--- src/rtl/mem_access_unit.sv ---
`default_nettype none
// ============================================================================
// mem_access_unit : load/store sequencer with big-endian lane steering,
//                   ready-based memory handshake and access timeout.
// Revision: 1.0
// ============================================================================
module mem_access_unit #(
  parameter int TIMEOUT_CYCLES = 16,
  parameter int CNT_W          = 8
) (
  input  logic        clk,
  input  logic        rst,
  input  logic        req_valid,
  input  logic        req_write,
  input  logic [31:0] req_addr,
  input  logic [1:0]  req_size,
  input  logic        req_bitext,
  input  logic [31:0] req_wdata,
  output logic        busy,
  output logic        mem_en,
  output logic [3:0]  mem_we,
  output logic [31:0] mem_addr,
  output logic [31:0] mem_wdata,
  input  logic [31:0] mem_rdata,
  input  logic        mem_ready,
  output logic [31:0] rd_data_raw,
  output logic [1:0]  rd_offset,
  output logic [1:0]  rd_size,
  output logic        rd_bitext,
  output logic        done,
  output logic        addr_err,
  output logic        bus_err
);

  typedef enum logic [1:0] {
    IDLE   = 2'd0,
    ACCESS = 2'd1,
    RESP   = 2'd2
  } state_t;

  localparam logic [CNT_W-1:0] CNT_LAST =
    CNT_W'((TIMEOUT_CYCLES == 0) ? 0 : (TIMEOUT_CYCLES - 1));

  state_t           state, state_nxt;
  logic             legal;
  logic             accept;
  logic             timeout;
  logic [3:0]       lane_we;
  logic [31:0]      lane_data;
  logic [CNT_W-1:0] cnt;
  logic             pend_write;
  logic [1:0]       pend_offset;
  logic [1:0]       pend_size;
  logic             pend_bitext;

  always_comb begin
    legal     = 1'b0;
    lane_we   = 4'b0000;
    lane_data = req_wdata;
    case (req_size)
      2'b00: begin
        legal   = (req_addr[1:0] == 2'b00);
        lane_we = 4'b1111;
      end
      2'b01: begin
        legal     = ~req_addr[0];
        lane_data = {2{req_wdata[15:0]}};
        lane_we   = req_addr[1] ? 4'b0011 : 4'b1100;
      end
      2'b10: begin
        legal     = 1'b1;
        lane_data = {4{req_wdata[7:0]}};
        lane_we   = 4'b1000 >> req_addr[1:0];
      end
      default: legal = 1'b0;
    endcase
  end

  assign accept  = (state == IDLE) && req_valid && legal;
  assign timeout = (TIMEOUT_CYCLES != 0) && !mem_ready && (cnt == CNT_LAST);

  always_ff @(posedge clk) begin
    if (rst) state <= IDLE;
    else     state <= state_nxt;
  end

  always_comb begin
    state_nxt = state;
    busy      = 1'b0;
    case (state)
      IDLE: begin
        if (accept) begin
          state_nxt = ACCESS;
          busy      = 1'b1;
        end
      end
      ACCESS: begin
        busy = 1'b1;
        // A ready arriving on the final allowed cycle still completes the access.
        if (mem_ready)    state_nxt = RESP;
        else if (timeout) state_nxt = IDLE;
      end
      RESP:    state_nxt = IDLE;
      default: state_nxt = IDLE;
    endcase
  end

  always_ff @(posedge clk) begin
    if (rst) begin
      mem_en      <= 1'b0;
      mem_we      <= 4'b0000;
      mem_addr    <= 32'h0;
      mem_wdata   <= 32'h0;
      rd_data_raw <= 32'h0;
      rd_offset   <= 2'b00;
      rd_size     <= 2'b00;
      rd_bitext   <= 1'b0;
      done        <= 1'b0;
      addr_err    <= 1'b0;
      bus_err     <= 1'b0;
      cnt         <= '0;
      pend_write  <= 1'b0;
      pend_offset <= 2'b00;
      pend_size   <= 2'b00;
      pend_bitext <= 1'b0;
    end else begin
      done     <= 1'b0;
      addr_err <= 1'b0;
      bus_err  <= 1'b0;
      case (state)
        IDLE: begin
          if (accept) begin
            mem_en      <= 1'b1;
            mem_addr    <= {req_addr[31:2], 2'b00};
            mem_wdata   <= lane_data;
            mem_we      <= req_write ? lane_we : 4'b0000;
            cnt         <= '0;
            pend_write  <= req_write;
            pend_offset <= req_addr[1:0];
            pend_size   <= req_size;
            pend_bitext <= req_bitext;
          end else if (req_valid) begin
            addr_err <= 1'b1;
          end
        end
        ACCESS: begin
          if (mem_ready) begin
            mem_en <= 1'b0;
            mem_we <= 4'b0000;
            done   <= 1'b1;
            // Decoder-side info only moves on a completed load.
            if (!pend_write) begin
              rd_data_raw <= mem_rdata;
              rd_offset   <= pend_offset;
              rd_size     <= pend_size;
              rd_bitext   <= pend_bitext;
            end
          end else if (timeout) begin
            mem_en  <= 1'b0;
            mem_we  <= 4'b0000;
            bus_err <= 1'b1;
          end else begin
            cnt <= cnt + 1'b1;
          end
        end
        default: ;
      endcase
    end
  end

endmodule
`default_nettype wire

--- config.mk ---
export PLATFORM = sky130hd
export DESIGN_NAME = mem_access_unit
export DESIGN_NICKNAME = d
export VERILOG_FILES = /design/src/rtl/mem_access_unit.sv
export SDC_FILE = /design/constraint.sdc
export NUM_CORES = 1
export LEC_CHECK = 0
export ABC_CLOCK_PERIOD_IN_PS = 3200
export CORE_MARGIN = 3
export CORE_UTILIZATION = 35
export DETAILED_ROUTE_END_ITERATION = 10
export DONT_BUFFER_PORTS = 1
export PLACE_DENSITY_LB_ADDON = 0.3
export SLEW_MARGIN = 20
export SYNTH_ARGS = -nofsm -noshare
export SYNTH_HDL_FRONTEND = slang
export SYNTH_SLANG_ARGS = --single-unit
--- constraint.sdc ---
create_clock -name clk -period 3.2 [get_ports clk]
set_input_delay 0.96 -clock clk [delete_from_list [all_inputs] [get_ports clk]]
set_output_delay 0.96 -clock clk [all_outputs]
set_load 0.02 [all_outputs]
======== After elaboration in Yosys (flattened, before gate mapping) ========
Cells that the tools add are included.
word-level totals
  register bits ........................... 123
  input port bits ......................... 104
  output and inout port bits .............. 110
  word-level logic and storage cells ...... 73
operators by class
  $add $sub $neg .......................... 1
  equal/unequal tests ..................... 8
  shift-type cells ........................ 1
  muxes and demuxes ....................... 26
  bitwise logic cells ..................... 4
  reduce and logical (&&, ||, !) cells .... 16
operator list
  kind                                                                 count
  32-bit one-hot mux with 2 select lines                               1
  8-bit two-way mux                                                    3
  4-bit two-way mux                                                    5
  8-bit one-hot mux with 2 select lines                                1
  4-bit one-hot mux with 3 select lines                                1
  8-bit by 1-bit adder with 8-bit output (second input constant)       1
  8-bit by 4-bit == test with 1-bit output (second input constant)     1
  4-bit one-hot mux with 2 select lines                                1
  1-bit two-way mux                                                    7
  2-bit zero test                                                      3
  2-bit two-way mux                                                    3
  2-bit != test (second input constant)                                3
  3-bit AND reduction                                                  2
  3-bit OR reduction                                                   2
  2-bit by 1-bit == test with 1-bit output (second input constant)     2
  1-bit NOT                                                            4
  1-bit one-hot mux with 2 select lines                                2
  2-bit one-hot mux with 2 select lines                                1
  2-bit AND reduction                                                  2
  4-bit AND reduction                                                  1
  4-bit by 2-bit right shift with 4-bit output (first input constant)  1
  1-bit logical AND                                                    3
  3-bit != test (second input constant)                                1
  1-bit one-hot mux with 3 select lines                                1
  other kinds (4)                                                      4

======== Depth between registers and ports, before layout ========
  depth after elaboration ................. 5
  depth in mapped cells ................... 8
  depth with buffers taken out ............ 6

======== Least setup slack after synthesis ========
Ideal clock, no wire load.
  path kind ............................... input -> output
  from .................................... in req_size[0]
  to ...................................... out busy
  data arrival time ....................... 2.243 ns
  required time ........................... 2.240 ns
  slack ................................... -0.003 ns
  stages .................................. 7
  path buffers ............................ 2
  path through ............................ inv_1 > ha_1 > nor3b_1 > o31ai_1 > buf_2 > buf_2 > nand2_1
on the way
  cells in the longest elaborated chain, start to end .. 5
  elaborated cells on any way between the ends .. 7
  those cells by class .................... eq/ne (2); mux (3); reduce/logical (2)
ends and longest elaborated chain
  item                                         line  RTL
  start: declaration                           16    input logic [1:0] req_size,
  2-bit == test, or another cell as far along  60    case (req_size)
  1-bit one-hot mux with 3 select lines (*)    60
  1-bit logical AND (*)                        79    assign accept = (state == IDLE) && req_valid && legal;
  1-bit two-way mux (*)                        92    if (accept) begin
  1-bit one-hot mux with 2 select lines (*)    90    case (state)
  end: declaration                             19    output logic busy,
Mark *: on every way between the ends. The rest lies on a longest branch, timed or not.

======== Worst setup path in the final report ========
  from .................................... in req_size[1]
  to ...................................... out busy
Same word-level chain as after synthesis.

==> summary.md <==
| Metric | Value |
|---|---|
| Mux cell area share after synthesis | `0` |
| Final setup fails | `0` |
| DRC Markers | `0` |
| Area grow syn2layout | `15.1%` |
| Internal | `0.00290 W` |
| Synth top area share | `0.515` |
| Synthesized area | `0.00478 mm²` |
| Total CTS buffers | `17` |
| Initial Utilization | `0.359` |
| Pwr Total | `0.00382 W` |
| FF/Latch Area | `0.00246 mm²` |
| Synth Area per Inst | `roughly 8.0 µm²` |
| Slew Limit Fails | `0` |
| Uppermost layer routed | `met4` |
| Via count | `4087` |
| Dominant synthesized flop cell | `dfxtp_1` |
| Number of synthesized flops with an enable pin | `0` |
| Post-CTS Hold Buffers | `0` |
| Largest net degree at the start of global routing | `between 100 and 150` |
| Switching portion of total power | `0.240` |
| CP Cell Sequence | `inv_1 > ha_1 > nor3b_1 > o31ai_4 > nand2_1 > buf_4` |
| Global-route wire length before repair | `19300 µm` |
| Synth Area in Compound Gates | `0.191` |
| CTS tree | `yes` |
| Clock share of power | `0.506` |
| Worst Path Buf+Inv | `2` |
| Share of cells above drive strength 1 | `0.0847` |
| Area leader, netlist | `dfxtp_1` |
| Die W | `roughly 120 µm` |
| Post-CTS sizing | `0` |
| Top cells by count, synth | `190 x nand2_1, 123 x dfxtp_1, 104 x a21oi_1, 24 x clkbuf_1, 20 x o211ai_1` |
| Final worst-path cycle share | `0.919` |
| Antenna Violating Nets Remaining | `0` |
| Drt total wl | `13000 µm` |
| N_diodes | `0` |
| Postcts setup bufs | `0` |
| XOR/XNOR share of the synthesized area | `0.00183` |
| Synth Instances | `594` |
| H-tree levels | `4` |
| Port bufs | `0` |
| Fillers | `roughly 1400` |
| Top post-synthesis cells by area | `dfxtp_1 52%, nand2_1 15%, a21oi_1 11%` |
| Core Area | `0.0133 mm²` |
| Register area share after synthesis | `0.515` |
| Initial antenna violation count | `0` |
| Yosys cell types | `40` |
| Root buffer cell | `clkbuf_16` |
| Register bit total from synthesis | `~120` |
| Setup CP Type | `input port to output port` |
| Drt wl/cell | `17.0 µm` |
| Vias per cell | `about 5.3` |
| Rel. slew slack | `0.391` |
| Psw | `between 0.0009 and 0.001 W` |
| Met2 wire len | `6450 µm` |
| Count leader, synth | `nand2_1` |
| Crit Path Max Fanout | `5` |
| M1 wire length | `4730 µm` |
| DRT iter0 DRCs | `~190` |
| Final GP Congestion | `0.809` |
| Setup skew after layout | `6.72 ps` |
| Top delay family on crit path | `simple AND/OR/NAND/NOR gates` |
| Largest family of logic cells by synthesized area | `simple AND/OR/NAND/NOR gates` |
| Final nets | `686` |
| Clock buffer depth | `2` |
| Hold violation count in the final report | `0` |
| Critical path capture point type | `output port` |
| Total of max-cap violations | `0` |
| Fmax | `340 MHz` |
| Die height | `123 µm` |
| Clk sinks | `123` |
| Row cnt | `42` |
| Initial DRT Pass Iterations | `4` |
| Worst path required time | `between 2000 and 2500 ps` |
| Status | `finished, final reports clean` |
| Met3 WL | `1510 µm` |
| Total gr overflow | `0` |
| Flop pwr share | `0.441` |
| Io pins | `roughly 210` |
| Max rail drop VDD | `0.314 mV` |
| Critical Path Start Type | `input port` |
| Yosys Warn Count | `0` |
| Power Density | `just under 700 mW/mm²` |
| Logic pwr share | `0.053` |
| Vias in the first global route | `about 3800` |
| Total GRT Usage | `0.166` |
| DP HPWL | `9210 µm` |
| Die area | `0.0151 mm²` |
| Clock-pin slew on the worst setup and hold paths | `60 ps` |
| WP data arrival | `1980 ps` |
| Hold Path Class | `register to register` |
| Setup_tns | `0 ps` |
| Slew @ Worst Pin | `913 ps` |
| Final min period | `2940 ps` |
| Crit-path max cell delay | `430 ps` |
| Multi-input gate area | `roughly 0.0021 mm²` |
| Skew-Pair Late Insertion Delay | `410 ps` |
| Adder-cell share of the synthesized area | `0.0131` |
| RSZ-0062 raised after global routing | `no` |
| Fraction of registers with async set/reset | `0` |
| P_leak | `between 1.5 and 2 nW` |
| Simple-Gate Fraction of Synth Area | `0.230` |
| Critical-path cell with the highest stage delay | `nor3b_1` |
power groups by stage:
stage	registers [W]	logic, W	clock network [W]
3_3_place_gp	0.00172	0.000195	0
5_1_grt	0.00169	0.000227	0.00205
3_5_place_dp	0.00172	0.000203	0
2_1_floorplan	0.00170	0.000182	0
6_report	0.00169	0.000201	0.00194
4_1_cts	0.00169	0.000202	0.00199
layer usage:
metal,track usage,vias up
li1,-,1984
met1,0.177,1900
met2,0.274,181
met3,0.0788,22
met4,0.0840,0
met5,0,-
stage by stage:
| step | std cells | hold slack, ps | worst slack [ps] | instance area (µm²) | util |
|---|---|---|---|---|---|
| finish | 766 | 448 | 259 | 5500 | 0.414 |
| floorplan | 595 | 432 | 27.8 | 4780 | - |
| detailed placement | 734 | 441 | 251 | 4890 | 0.368 |
| CTS | 766 | 446 | 247 | 5500 | 0.414 |
| global route | 766 | 475 | 196 | 5500 | 0.414 |
| global placement | 734 | 435 | 292 | 4890 | 0.368 |
cells in the final DEF, fill, tap and decap left out, types with 4 or more instances in the layout:
cell	instances
clkinv_4	4
ha_1	5
buf_4	10
nand2_1	190
nor2_1	16
a22oi_1	8
clkbuf_16	17
nor2b_1	12
a311oi_1	9
o31ai_1	5
a21oi_1	104
nor3_1	10
nand3_1	5
dfxtp_1	123
inv_1	6
o211ai_1	20
cells by family after synthesis:
family	after synthesis
DFF	123
adders and majority gates	5
other	1
AOI/OAI and AO/OA	155
xor gates and xnor gates	1
buffers and inverters	53
and+or+nand+nor	256
registers in the layout, indices dropped and copies added, names as in the netlist, 2 cells and up:
register	flops
cnt	8
mem_addr	30
mem_wdata	32
mem_we	4
pend_offset	2
pend_size	2
rd_data_raw	32
rd_offset	2
rd_size	2
state	2
tightest hold or removal path, stage by stage, from the launching register on:
cell and delay, ps:
dfxtp_1 310, nand2_1 50, a21oi_1 50
cell type report:
cell class / count / area share
multi-input cells: 419 / 0.383
flip-flops and latches: 123 / 0.448
inverters: 6 / 0.00410
repair buffers: 10 / 0.0137
well taps: 176 / 0.0401
clock inverters: 14 / 0.0312
clock buffers: 18 / 0.0799
final timing paths:
path                             from                          to  slack (ps)  cells after the start
max                       req_size[1]                        busy         260                      6
min          pend_bitext$_SDFFE_PP0P_      rd_bitext$_SDFFE_PP0P_         450                      2
max reg2reg     state[1]$_SDFFE_PP0P_  mem_wdata[22]$_SDFFE_PP0P_        1230                      6
min reg2reg  pend_bitext$_SDFFE_PP0P_      rd_bitext$_SDFFE_PP0P_         450                      2
Power figures use the tool's default switching activity.
